**config.mk**
```make
export PLATFORM = sky130hd
export DESIGN_NAME = register_file_scoreboard
export DESIGN_NICKNAME = d
export VERILOG_FILES = /design/src/rtl/register_file_scoreboard.sv
export SDC_FILE = /design/constraint.sdc
export NUM_CORES = 2
export LEC_CHECK = 0
export CORE_MARGIN = 3
export CORE_UTILIZATION = 44
export DETAILED_ROUTE_END_ITERATION = 10
export PLACE_DENSITY_LB_ADDON = 0.2
export SETUP_SLACK_MARGIN = 0.5
export SYNTH_ARGS = -nofsm -noshare
export SYNTH_HDL_FRONTEND = slang
export SYNTH_SLANG_ARGS = --single-unit
```
**constraint.sdc**
```tcl
create_clock -name clock -period 225.5 [get_ports clock]
set_input_delay 67.65 -clock clock [delete_from_list [all_inputs] [get_ports clock]]
set_output_delay 67.65 -clock clock [all_outputs]
set_load 0.05 [all_outputs]
```
**src/rtl/register_file_scoreboard.sv**
```systemverilog
// Register file with two combinational read ports, one synchronous write port,
// same-cycle write forwarding and a per-register busy scoreboard used to track
// outstanding multi-cycle producers (read-after-write hazard detection).
module register_file_scoreboard #(
  parameter int unsigned WIDTH      = 64,
  parameter int unsigned ADDR_WIDTH = 5,
  parameter int unsigned ZERO_REG   = 1,
  parameter int unsigned BYPASS     = 1
) (
  input  logic                  clock,
  input  logic                  reset,
  input  logic [ADDR_WIDTH-1:0] select_a,
  input  logic [ADDR_WIDTH-1:0] select_b,
  output logic [WIDTH-1:0]      out_a,
  output logic [WIDTH-1:0]      out_b,
  output logic                  busy_a,
  output logic                  busy_b,
  input  logic [WIDTH-1:0]      data_in,
  input  logic [ADDR_WIDTH-1:0] address,
  input  logic                  write,
  input  logic                  reserve,
  input  logic [ADDR_WIDTH-1:0] reserve_address,
  output logic [ADDR_WIDTH:0]   busy_count
);

  localparam int unsigned DEPTH = 2 ** ADDR_WIDTH;
  localparam int unsigned CntW  = ADDR_WIDTH + 1;
  localparam logic [ADDR_WIDTH-1:0] ZeroIdx = ADDR_WIDTH'(DEPTH - 1);

  logic [WIDTH-1:0] mem_q [DEPTH];
  logic [DEPTH-1:0] busy_q, busy_d;
  logic [CntW-1:0]  busy_count_q, busy_count_d;
  logic             write_ok, reserve_ok;
  logic             fwd_a, fwd_b;

  // True when idx addresses the hardwired zero register.
  function automatic logic is_zero(input logic [ADDR_WIDTH-1:0] idx);
    return (ZERO_REG != 0) && (idx == ZeroIdx);
  endfunction

  // Writes and reservations aimed at the zero register are dropped here so
  // the storage, busy bits and population count never see them.
  assign write_ok   = write && !is_zero(address);
  assign reserve_ok = reserve && !is_zero(reserve_address);

  // Forwarding matches; the zero-register override is applied later.
  assign fwd_a = (BYPASS != 0) && write && (address == select_a);
  assign fwd_b = (BYPASS != 0) && write && (address == select_b);

  // Next busy vector: a write retires a reservation, a reservation in the
  // same edge to the same register wins because it is applied last.
  always_comb begin
    busy_d = busy_q;
    if (write_ok) begin
      busy_d[address] = 1'b0;
    end
    if (reserve_ok) begin
      busy_d[reserve_address] = 1'b1;
    end
  end

  // Population count of the next busy vector so the count tracks the bits.
  always_comb begin
    busy_count_d = '0;
    for (int unsigned i = 0; i < DEPTH; i++) begin
      busy_count_d = busy_count_d + CntW'(busy_d[i]);
    end
  end

  // Register storage; zero register is never written so it stays at 0.
  always_ff @(posedge clock or posedge reset) begin
    if (reset) begin
      for (int unsigned i = 0; i < DEPTH; i++) begin
        mem_q[i] <= '0;
      end
    end else if (write_ok) begin
      mem_q[address] <= data_in;
    end
  end

  // Scoreboard state and its registered population count.
  always_ff @(posedge clock or posedge reset) begin
    if (reset) begin
      busy_q       <= '0;
      busy_count_q <= '0;
    end else begin
      busy_q       <= busy_d;
      busy_count_q <= busy_count_d;
    end
  end

  // Read port A: stored value, overridden by forwarding, then zero register,
  // and forced quiet while reset is held so no pending write leaks through.
  always_comb begin
    out_a  = mem_q[select_a];
    busy_a = busy_q[select_a];
    if (fwd_a) begin
      out_a  = data_in;
      busy_a = 1'b0;
    end
    if (is_zero(select_a) || reset) begin
      out_a  = '0;
      busy_a = 1'b0;
    end
  end

  // Read port B: identical to port A, fully independent.
  always_comb begin
    out_b  = mem_q[select_b];
    busy_b = busy_q[select_b];
    if (fwd_b) begin
      out_b  = data_in;
      busy_b = 1'b0;
    end
    if (is_zero(select_b) || reset) begin
      out_b  = '0;
      busy_b = 1'b0;
    end
  end

  assign busy_count = busy_count_q;

endmodule
```
# Word-level counts from Yosys, hierarchy flattened
# Index checks and enable logic that the tools add are counted.
op_classes:
  n_addsub: 31
  mul: 0
  n_div: 0
  magnitude_cmp: 10
  eq_ne: 6
  shifts: 0
  n_mux: 27
  bitwise_logic: 6
  n_reduce_logical: 11
op_table:
  columns: ["operator", "count"]
  rows:
  - ["$bwmux 2048", 1]
  - ["$bmux 64 s5", 2]
  - ["$mux 64", 9]
  - ["$demux 64 s5", 1]
  - ["$add 6x1->6", 26]
  - ["$mux 32", 2]
  - ["$and 32x32->32", 1]
  - ["$not 32->32", 1]
  - ["$or 32x32->32", 1]
  - ["$lt 5x6->1 const B", 4]
  - ["$eq 5x5->1 const B", 4]
  - ["$ge 6x6->1 const B", 3]
  - ["$not 5->6", 3]
  - ["$bmux 1 s5", 2]
  - ["$demux 1 s5", 2]
  - ["$eq 5x5->1", 2]
  - ["$ge 5x1->1 const B", 2]
  - ["$mux 1", 8]
  - ["$logic_and 1x1->1", 7]
  - ["$add 5x1->6", 1]
  - ["$lt 6x1->1 const B", 1]
  - ["$add 4x1->5", 1]
  - ["$add 3x1->4", 1]
  - ["$add 2x1->3", 1]
  - ["3 further kinds", 5]
word_totals:
  ff_bits: 2086
  latchBits: 0
  ram_bits: 0
  mem_bits_ro: 0
  input_bits: 88
  output_inout_bits: 136
  mem_count: 0

# Depth between registers and ports, before layout
depth:
  ltp_word: 40
  depth_mapped: 24

# Worst setup path after synthesis
# OpenSTA, ideal clock, no wires.
synth_timing:
  path_kind: "input port to output port"
  start: "in reset"
  end: "out out_a[0]"
  arrival_time_ns: 114.975
  path_slack_ns: 42.875
  cell_stages: 6
  path_buffers: 2
  path_cell_list: "inv_1 o31a_1 a21boi_0 buf_2 buf_2 a32o_1"
synth_between:
  elab_chain_len: 2
synth_lines:
  columns: ["element", "line_no", "source"]
  rows:
  - ["from (decl)", "11", "input logic reset,"]
  - ["$logic_or 1x1->1", "101", "if (is_zero(select_a) || reset) begin"]
  - ["$mux 64", "101", null]
  - ["to (decl)", "14", "output logic [WIDTH-1:0] out_a,"]
# Every way passes these cells.

# Worst setup path after layout
layout_timing:
  start: "in select_a[4]"
  end: "out out_a[4]"
layout_between:
  elab_chain_len: 6
  elab_cells_between_ends: 10
  classes_between: "2 x eq/ne; 5 x mux; 1 x bitwise; 2 x reduce/logical"
layout_lines:
  columns: ["element", "line_no", "source"]
  rows:
  - ["from (decl)", "12", "input logic [ADDR_WIDTH-1:0] select_a,"]
  - ["$not 5->6 (implied by the code)", "95", "out_a = mem_q[select_a];"]
  - ["$bmux 64 s5", "95", null]
  - ["$mux 64 (implied by the code) (2 in series)", "95", null]
  - ["$mux 64", "97", "if (fwd_a) begin"]
  - ["$mux 64 (*)", "101", null]
# Every way passes the cells marked *; elsewhere a longest branch is shown, timed or not. The select of a mux whose other input is x is not followed.

==> results.yml <==
critical_path:
  worst_r2r_startpoint: "busy_q[23]"
  reg2reg_slack_ns: 220.49
  path_max_fanout: 37
  setup.worst_path.end: "out_a[4]"
  r2r-end: "busy_count[4]"
  endpoint_kind: "output pin"
  crit_type: "primary input to output pin"
  arrival_ns: 73.60
  crit_start: "select_a[4]"
  worstPathRequired_ns: 157.85
  startpoint_type: "primary input"
  ff2ff_path_depth: 13
timing:
  hold_viol: 0
  max-slew-margin-rel: 0.138
  fmax_ghz: 0.00708
  worst_pin_slew_ns: 1.29
  setup_viol: 0
  setup_tns_ns: 0
  fin_crit_sh: 0.626
  fin_crit_ns: 141.25
  rsz0062_at_grt: "false"
  hold_ws_ns: 0.401
  timing.final.max_slew_violations: 0
  finClkSkew_ns: 0.00316
clocking:
  ctsHtreeMaxLevel: 4
  cts_made_buffers: 227
  cts_sinks: 2086
  cts_tree: "built"
  clk_pin_slew_ns: 0.06
  ctsResizeCount: 0
  cts-root-buf: "clkbuf_16"
  cts_buffer_depth: 3
  postCtsHoldBufs: 0
  worstSkewPairLatency_ns: 0.89
  post-cts-setup-buffers: 0
job:
  cap_violations: 0
route:
  drt_pass1_iterations: 6
  routed_via_density: 6.51
  drt_iter0_markers: 8048
  drc: 0
  wire_per_inst_um: 32.7
  vias: 79300
  antenna_left: 0
  routed_wl_mm: 398
floorplanning:
  start_util: 0.444
  dieArea_um2: 264000
  die_x_um: 514
  io_pins: 224
  rows: 185
  core_um2: 255000
  die_height_um: 514
synthesis:
  ys_warn_count: 0
  synth.yosys.seq_area_share: 0.460
  synth_edf_count: 0
  synth.avg_cell_area_um2: 12.7
  synthArstFlopShare: 1.00
  syn_area_um2: 113000
  synthDistinctLibCells: 55
  synth.ff_latch_count: 2086
  synth_flop_cell: "dfrtp_1"
  syn_nets: 9050
  synth_cells: 8931
pwr:
  powerDensity_nw_per_um2: 9.31
  power_leakage_nw: 56.7
  ir_worst_vdd_v: 0.0000237
grt:
  grt_pass1_wl_mm: 581
  grt_pass1_vias: 81800
  grt_util_all_layers: 0.298
  grt_max_degree: 178
  gr-total-overflow: 0
  antenna_found_initial: 10
cells_and_area:
  drive_above_1_share: 0.319
  stdcell_count: 12200
  num-fill-cells: 22100
  nNetsFinal: 8751
  areaGrowthSynthToFinish_pct: 9.95
hold_path:
  worstHoldPathType: "register to register"
  whs_path_depth: 0
placed_design:
  portBuffers: 223
  hpwl_mm: 218
  placedCellCount: 11800
  gp_congestion: 0.830
outcome:
  status: "complete, no violations"
-- critical path: stages --
cell             delay (ns)
buf_4                  0.36
inv_4                  0.68
buf_4                  0.80
o21ai_0                0.16
nor4_1                 0.54
and3_4                 0.83
buf_4                  0.96
a32o_1                 0.40
clkdlybuf4s50_1        0.87
-- layout by cell type, fill, tap and decap left out, types with 6 or more instances in the layout --
cell and count:
a21oi_1 262, a221oi_1 130, a22o_1 15, a32o_1 129, and3_1 6, buf_12 10, buf_4 219, buf_8 6
bufinv_16 12, clkbuf_1 57, clkbuf_16 229, clkbuf_8 69, clkdlybuf4s50_1 213, clkinv_2 27, clkinvlp_4 6, dfrtp_1 2086
fa_1 24, ha_1 7, inv_1 50, inv_6 6, mux2_1 28, mux2_2 1392, mux2_4 120, mux2i_1 910
mux4_2 648, nand2_1 1485, nand2_4 24, nand3_1 6, nor2_4 12, nor2b_1 7, nor3_1 6, o21ai_0 254
o21ai_1 18, o221ai_1 260, o22ai_1 6
-- flip-flops by register name (all words and copies together) (netlist names) --
register    count
busy_q         32
busy_count      6
mem_q        2048
-- cell families after synthesis --
family / after synthesis / synth area share
adder cells (fa/ha/maj): 31 / 0.00501
XOR/XNOR: 5 / 0.000386
multiplexers: 3098 / 0.366
buffers and inverters: 1035 / 0.0460
AO/OA/AOI/OAI: 1093 / 0.0679
AND/OR/NAND/NOR: 1583 / 0.0545
flip-flops: 2086 / 0.460
-- synthesized netlist by cell type (55+ instances only) --
master    number  area, um^2
o21ai_0      254        1270
buf_4         93         698
mux2_2      1392       15700
clkbuf_1     497        1870
a221oi_1     130        1140
mux2i_1      910        9110
o221ai_1     260        2280
a21oi_1      262        1310
a32o_1       129        1290
nand2_1     1509        5660
dfrtp_1     2086       52200
mux2_4       120        1800
buf_2        315        1580
inv_1         55         206
mux4_2       648       14600
-- layer usage --
layer,GRT usage,part of all wire,up-vias
met5,0.000183,0.000028,-
met4,0.140,0.053,2
met3,0.0569,0.084,966
met2,0.467,0.46,3916
met1,0.401,0.40,42000
li1,-,-,32500
-- worst min path at each step --
stage	startpoint	to	slack (ns)
after floorplan	mem_q[0]	mem_q[0]	0.45
after global placement	mem_q[25]	mem_q[25]	0.38
after detailed placement	mem_q[62]	mem_q[62]	0.39
after CTS	mem_q[40]	mem_q[40]	0.40
after global routing	mem_q[24]	mem_q[24]	0.41
final	mem_q[25]	mem_q[25]	0.40
-- area by class of cell --
| type | count | area, um^2 | area share |
|---|---|---|---|
| Multi-Input combinational cell | 5810 | 56300 | 0.451 |
| Sequential cell | 2086 | 52200 | 0.419 |
| Clock buffer | 353 | 6870 | 0.0551 |
| Tap cell | 3366 | 4210 | 0.0338 |
| Timing Repair Buffer | 450 | 4090 | 0.0328 |
| Clock inverter | 60 | 785 | 0.00629 |
| Inverter | 57 | 236 | 0.00190 |
| Antenna cell | 4 | 10.0 | 0.0000803 |
-- power breakdown --
| part | total (mW) | switching (mW) | internal, mW |
|---|---|---|---|
| Clock | 0.384 | 0.162 | 0.222 |
| Combinational | 0.279 | 0.134 | 0.145 |
| Sequential | 0.498 | 0.0513 | 0.447 |
-- per-stage QoR --
| stage | instance area [um^2] | total power, mW | utilization | setup slack [ns] |
|---|---|---|---|---|
| 6_report | 125000 | 1.16 | 0.488 | 84.25 |
| 5_1_grt | 125000 | 1.22 | 0.488 | 84.28 |
| 4_1_cts | 125000 | 1.17 | 0.488 | 84.50 |
| 3_5_place_dp | 117000 | 0.783 | 0.458 | 84.51 |
| 3_3_place_gp | 117000 | 0.770 | 0.458 | 84.47 |
| 2_1_floorplan | 113000 | 0.710 | - | 42.87 |
Note: power is estimated with default switching activity, not from simulation.
